<file path="src/rtl/deserializer_pkg.sv">
// Shared types for the serial receive path.
// Holding-register occupancy states live here so sub-blocks agree on them.
package deserializer_pkg;

    typedef enum logic {
        HOLD_EMPTY = 1'b0,
        HOLD_FULL  = 1'b1
    } hold_state_t;

endpackage

</file>
<file path="src/rtl/valid_holding_reg.sv">
// One-word output holding register with a valid/ready handshake.
// A word arriving while occupied and not drained is reported on drop.
import deserializer_pkg::*;

module valid_holding_reg #(
    parameter int WIDTH = 32
) (
    input  logic             clk,
    input  logic             reset,
    input  logic             in_valid,
    input  logic [WIDTH-1:0] in_data,
    input  logic             out_ready,
    output logic             out_valid,
    output logic [WIDTH-1:0] out_data,
    output logic             drop
);

    hold_state_t state;
    hold_state_t state_nxt;
    logic        load;

    always_ff @(posedge clk or negedge reset) begin
        if (!reset) begin
            state    <= HOLD_EMPTY;
            out_data <= '0;
        end else begin
            state <= state_nxt;
            if (load) out_data <= in_data;
        end
    end

    always_comb begin
        state_nxt = state;
        load      = 1'b0;
        drop      = 1'b0;
        unique case (state)
            HOLD_EMPTY: begin
                if (in_valid) begin
                    load      = 1'b1;
                    state_nxt = HOLD_FULL;
                end
            end
            HOLD_FULL: begin
                // A new word replaces the old one only if the old one leaves now
                if (in_valid) begin
                    if (out_ready) load = 1'b1;
                    else           drop = 1'b1;
                end else if (out_ready) begin
                    state_nxt = HOLD_EMPTY;
                end
            end
            default: state_nxt = HOLD_EMPTY;
        endcase
    end

    assign out_valid = (state == HOLD_FULL);

endmodule

</file>
<file path="src/rtl/deserializer.sv">
// MSB-first serial-to-parallel receiver with a one-word holding register
// and a sticky overrun flag cleared by sync.
import deserializer_pkg::*;

module deserializer #(
    parameter int REG_SIZE = 32
) (
    input  logic                clk,
    input  logic                reset,
    input  logic                data_in,
    input  logic                shift_en,
    input  logic                sync,
    output logic [REG_SIZE-1:0] data_out,
    output logic                data_valid,
    input  logic                data_ready,
    output logic                frame_done,
    output logic                overrun
);

    localparam int CW = $clog2(REG_SIZE) + 1;

    logic [CW-1:0]       cnt;
    logic [REG_SIZE-2:0] shreg;
    logic [REG_SIZE-1:0] word;
    logic                last;
    logic                complete;
    logic                drop;

    // Only REG_SIZE-1 bits need storing; the final bit comes straight from data_in
    assign word     = {shreg, data_in};
    assign last     = (cnt == CW'(REG_SIZE - 1));
    assign complete = shift_en & ~sync & last;

    always_ff @(posedge clk or negedge reset) begin
        if (!reset) begin
            cnt        <= '0;
            shreg      <= '0;
            frame_done <= 1'b0;
            overrun    <= 1'b0;
        end else begin
            frame_done <= complete;
            if (sync) begin
                cnt     <= '0;
                shreg   <= '0;
                overrun <= 1'b0;
            end else begin
                if (shift_en) begin
                    if (last) begin
                        cnt   <= '0;
                        shreg <= '0;
                    end else begin
                        cnt   <= cnt + CW'(1);
                        shreg <= word[REG_SIZE-2:0];
                    end
                end
                if (drop) overrun <= 1'b1;
            end
        end
    end

    valid_holding_reg #(
        .WIDTH(REG_SIZE)
    ) u_hold (
        .clk      (clk),
        .reset    (reset),
        .in_valid (complete),
        .in_data  (word),
        .out_ready(data_ready),
        .out_valid(data_valid),
        .out_data (data_out),
        .drop     (drop)
    );

endmodule
</file>
<file path="config.mk">
export PLATFORM = sky130hd
export DESIGN_NAME = deserializer
export DESIGN_NICKNAME = d
export VERILOG_FILES = /design/src/rtl/deserializer_pkg.sv /design/src/rtl/valid_holding_reg.sv /design/src/rtl/deserializer.sv
export SDC_FILE = /design/constraint.sdc
export NUM_CORES = 1
export LEC_CHECK = 0
export CORE_MARGIN = 2
export CORE_UTILIZATION = 54
export CTS_CLUSTER_SIZE = 40
export DETAILED_ROUTE_END_ITERATION = 6
export GPL_ROUTABILITY_DRIVEN = 0
export HOLD_SLACK_MARGIN = 0.05
export PLACE_DENSITY_LB_ADDON = 0.25
export SLEW_MARGIN = 20
export SYNTH_ARGS = -nofsm -noshare
export SYNTH_HDL_FRONTEND = slang
export SYNTH_SLANG_ARGS = --single-unit
</file>
<file path="constraint.sdc">
create_clock -name clk -period 2 [get_ports clk]
set_input_delay 0.4 -clock clk [delete_from_list [all_inputs] [get_ports clk]]
set_output_delay 0.4 -clock clk [all_outputs]
set_load 0.05 [all_outputs]
</file>
==> parameters.txt <==
Parameter                              Value

Drt
  Wire length reported by the detailed router    5550 µm
  DRT antenna net count    0
  Via density per instance    ~5.6
  Number of search-and-repair iterations in the first detailed-routing pass    4
  Via count    2082
  Final routed DRC violation total    0
  Average detailed-routed wire length per instance    15.0 µm
  Number of violations reported at the end of detailed-routing iteration 0    161

STA
  Highest achievable clock rate    0.519 GHz
  Setup repair after global routing missed its margin    false
  Slew margin rel.    60.3%
  Tightest Pin Transition    0.595 ns
  Layout Skew    0.00762 ns
  Final hold violations    0
  Min Tclk post-route    1.93 ns
  Final Setup Violations    0
  Max Slew Vio Count    0
  Worst Hold Slack    0.0502 ns
  Part of the cycle the worst path needs    96.3%

GRT
  Antenna violations before repair    0
  Global-route wire length before repair    9620 µm
  Overall overflow remaining after global route    0
  Pin count of the biggest net entering global routing    44
  Overall fraction of global-route tracks in use    20.0%
  Number of global-route vias before repair    2056

Clocking
  Clk_lat worst skew    0.35 ns
  Sinks on the clock net    72
  Cell chosen for the clock root    sky130_fd_sc_hd__clkbuf_8
  TritonCTS clock tree    built
  Cts bufs inserted    9
  Post-CTS clock slew at the launch and capture registers of the worst setup and hold paths    0.08 ns
  H-tree lvl count    3
  Buffers from clock root to sink, at most    2
  Hold Buf Count CTS    0

Final layout
  Post-layout util    about 68%
  Cell area after layout    3710 µm²
  Area added between synthesis and finish    23.8%
  Final standard cell count with taps included and fillers excluded    370
  Final layout net count    300
  Filler instances    between 400 and 500
  Diodes inserted    0
  Share of post-route cells with drive strength above 1    19.8%

Worst setup path
  Critical path data required time    roughly 2.2 ns
  Chain of cells forming the critical path    ha_1 > nand3b_4 > nor4b_4 > buf_4 > mux2_2
  Largest delay share family, worst path    simple AND/OR/NAND/NOR gates
  Longest individual stage delay on the worst path    about 0.4 ns
  Register-to-register setup slack    0.07 ns
  Critical path buffer and inverter count    1
  Signal arrival time at the worst endpoint    between 2 and 2.5 ns
  Slowest stage cell, crit path    sky130_fd_sc_hd__dfrtp_1
  Worst Path Class, Setup    reg2reg
  Crit Path Max Fanout    14
  Critical Path End Type    flip-flop
  Startpoint Class    flip-flop

Placed design
  Number of cells after detailed placement    around 350
  DP Wirelength    3340 µm
  Number of buffers added on ports    40
  Area after DPL    3470 µm²

Floorplanning
  Starting utilization of the core area    a little under three fifths
  Die width    approximately 78 µm
  Die Height    78.5 µm
  Die footprint    6160 µm²
  Total number of placement rows    27
  Boundary pin count    41
  Floorplan core area    roughly 5400 µm²

Logic synthesis
  Total of flip-flops plus latches after synthesis    72
  Post-Synthesis Cells    252
  Area of the mapped netlist    3000 µm²
  Portion of synthesized cell area occupied by the leading cell type    60.1%
  Number of warnings issued by yosys    0
  Biggest area contributors in the synthesized netlist    sky130_fd_sc_hd__dfrtp_1 (60%), sky130_fd_sc_hd__mux2_2 (11%), sky130_fd_sc_hd__o211ai_1 (8.0%), sky130_fd_sc_hd__a21oi_1 (5.7%), sky130_fd_sc_hd__nand2_1 (4.5%)
  Mapped Avg Cell Area    roughly 12 µm²
  Cell taking the most area after synthesis    sky130_fd_sc_hd__dfrtp_1
  Sequential area share after synthesis    about three fifths
  Net count after synthesis    259
  Number of distinct library cells after synthesis    26

Status
  Run status    finished clean

Worst hold path
  Classification of the worst-slack hold path    in2async

Pwr
  Power per cell area    773 nW/µm²
  Leakage power figure    roughly 1.7 nW
  Pwr Total    between 2 and 3 mW
  Maximum ir drop on the vdd rail    419 µV

Job
  Max-cap violations    0
-- cells by family (layout without fill, tap and decap cells) --
logic type	after synthesis	count (layout)	share of synthesized area, %
AOI/OAI and AO/OA	72	72	15.1
buffers and inverters	25	71	3.92
muxes	32	32	12.0
and+or+nand+nor	48	48	7.85
xor gates and xnor gates	2	2	0.585
DFF	72	72	60.1
adders and majority gates	1	1	0.417
-- cell usage in the layout (no fill, tap or decap) --
cell type / Yosys / layout
sky130_fd_sc_hd__xor2_1: 1 / 1
sky130_fd_sc_hd__clkbuf_8: 0 / 11
sky130_fd_sc_hd__clkdlybuf4s50_1: 0 / 39
sky130_fd_sc_hd__clkinv_2: 0 / 2
sky130_fd_sc_hd__or3_1: 1 / 1
sky130_fd_sc_hd__o211ai_1: 32 / 32
sky130_fd_sc_hd__nor2b_1: 2 / 2
sky130_fd_sc_hd__a311oi_1: 1 / 1
sky130_fd_sc_hd__dfrtp_1: 72 / 72
sky130_fd_sc_hd__nand3_1: 1 / 1
sky130_fd_sc_hd__buf_4: 0 / 9
sky130_fd_sc_hd__o21ai_0: 3 / 3
sky130_fd_sc_hd__ha_1: 1 / 1
sky130_fd_sc_hd__bufinv_16: 0 / 2
sky130_fd_sc_hd__mux2_1: 3 / 3
sky130_fd_sc_hd__nand2_1: 36 / 36
sky130_fd_sc_hd__clkinv_4: 0 / 1
sky130_fd_sc_hd__buf_6: 3 / 1
sky130_fd_sc_hd__nor4b_4: 1 / 1
sky130_fd_sc_hd__inv_1: 4 / 4
sky130_fd_sc_hd__nand2b_1: 2 / 2
sky130_fd_sc_hd__nand3b_4: 1 / 1
sky130_fd_sc_hd__a2111o_1: 1 / 1
sky130_fd_sc_hd__nand4_1: 2 / 2
sky130_fd_sc_hd__mux2_2: 29 / 29
sky130_fd_sc_hd__a21oi_1: 34 / 34
sky130_fd_sc_hd__nor2_1: 2 / 2
sky130_fd_sc_hd__buf_12: 0 / 1
sky130_fd_sc_hd__xnor2_1: 1 / 1
sky130_fd_sc_hd__o22ai_1: 1 / 1
sky130_fd_sc_hd__buf_2: 1 / 1
-- stage by stage --
step / setup WS (ns) / TNS (ns)
after global placement: -0.0144 / -0.217
after CTS: 0.0652 / 0
after floorplan: 0.160 / 0
final: 0.0738 / 0
after global routing: 0.00958 / 0
after detailed placement: -0.0430 / -0.504
-- cell type report --
type / instances / area, µm² / area share [%]
tap: 72 / 90.1 / 2.43
clock buffer: 11 / 151 / 4.08
timing repair buffer: 51 / 494 / 13.3
sequential: 72 / 1800 / 48.6
multi-input combinational: 155 / 1080 / 29.0
inverter: 4 / 15.0 / 0.405
clock inverter: 5 / 78.8 / 2.13
-- routing by layer --
| layer | part of all wire (%) | up-vias | GRT usage [%] |
|---|---|---|---|
| met2 | 46 | 52 | 30.4 |
| met1 | 48 | 1038 | 27.1 |
| met4 | 1.8 | 0 | 9.47 |
| met3 | 3.9 | 11 | 5.06 |
| li1 | - | 981 | - |
| met5 | 0 | - | 0 |
-- power by group --
group	switching [mW]	internal [mW]
clock	0.530	0.768
combinational	0.0733	0.0288
sequential	0.00590	1.46
total	0.609	2.26
-- synth_stat cells --
master / n
sky130_fd_sc_hd__nand2_1: 36
sky130_fd_sc_hd__nand2b_1: 2
sky130_fd_sc_hd__mux2_2: 29
sky130_fd_sc_hd__nand3b_4: 1
sky130_fd_sc_hd__nand3_1: 1
sky130_fd_sc_hd__a21oi_1: 34
sky130_fd_sc_hd__o22ai_1: 1
sky130_fd_sc_hd__o211ai_1: 32
sky130_fd_sc_hd__xnor2_1: 1
sky130_fd_sc_hd__clkbuf_1: 14
sky130_fd_sc_hd__buf_1: 3
sky130_fd_sc_hd__nand4_1: 2
sky130_fd_sc_hd__ha_1: 1
sky130_fd_sc_hd__nor2_1: 2
sky130_fd_sc_hd__or3_1: 1
sky130_fd_sc_hd__o21ai_0: 3
sky130_fd_sc_hd__dfrtp_1: 72
sky130_fd_sc_hd__buf_2: 1
sky130_fd_sc_hd__mux2_1: 3
sky130_fd_sc_hd__a311oi_1: 1
sky130_fd_sc_hd__inv_1: 4
sky130_fd_sc_hd__a2111o_1: 1
sky130_fd_sc_hd__nor2b_1: 2
sky130_fd_sc_hd__buf_6: 3
sky130_fd_sc_hd__nor4b_4: 1
sky130_fd_sc_hd__xor2_1: 1
-- registers in the layout, summed over array words and instances (netlist names) --
register / flops
u_hold.out_data: 32
overrun: 1
shreg: 31
cnt: 6
u_hold.out_valid: 1
frame_done: 1
-- what timing repair did --
| item | CTS | global route |
|---|---|---|
| endpoints found under the setup margin | 0 | 1 |
| setup buffers | 0 | 0 |
| resized for setup | 0 | 1 |
-- final timing paths --
check | start | depth (start not counted) | endpoint
worst max-delay path | cnt[0] | 5 | u_hold.out_data[0]
worst min-delay path | reset | 1 | u_hold.out_data[10]
worst max register to register | cnt[0] | 5 | u_hold.out_data[0]
worst min register to register | u_hold.out_data[6] | 1 | u_hold.out_data[6]
max in group asynchronous | reset | 2 | shreg[29]
min in group clk | u_hold.out_data[6] | 1 | u_hold.out_data[6]
No activity file was read; power rests on OpenSTA's default activity.
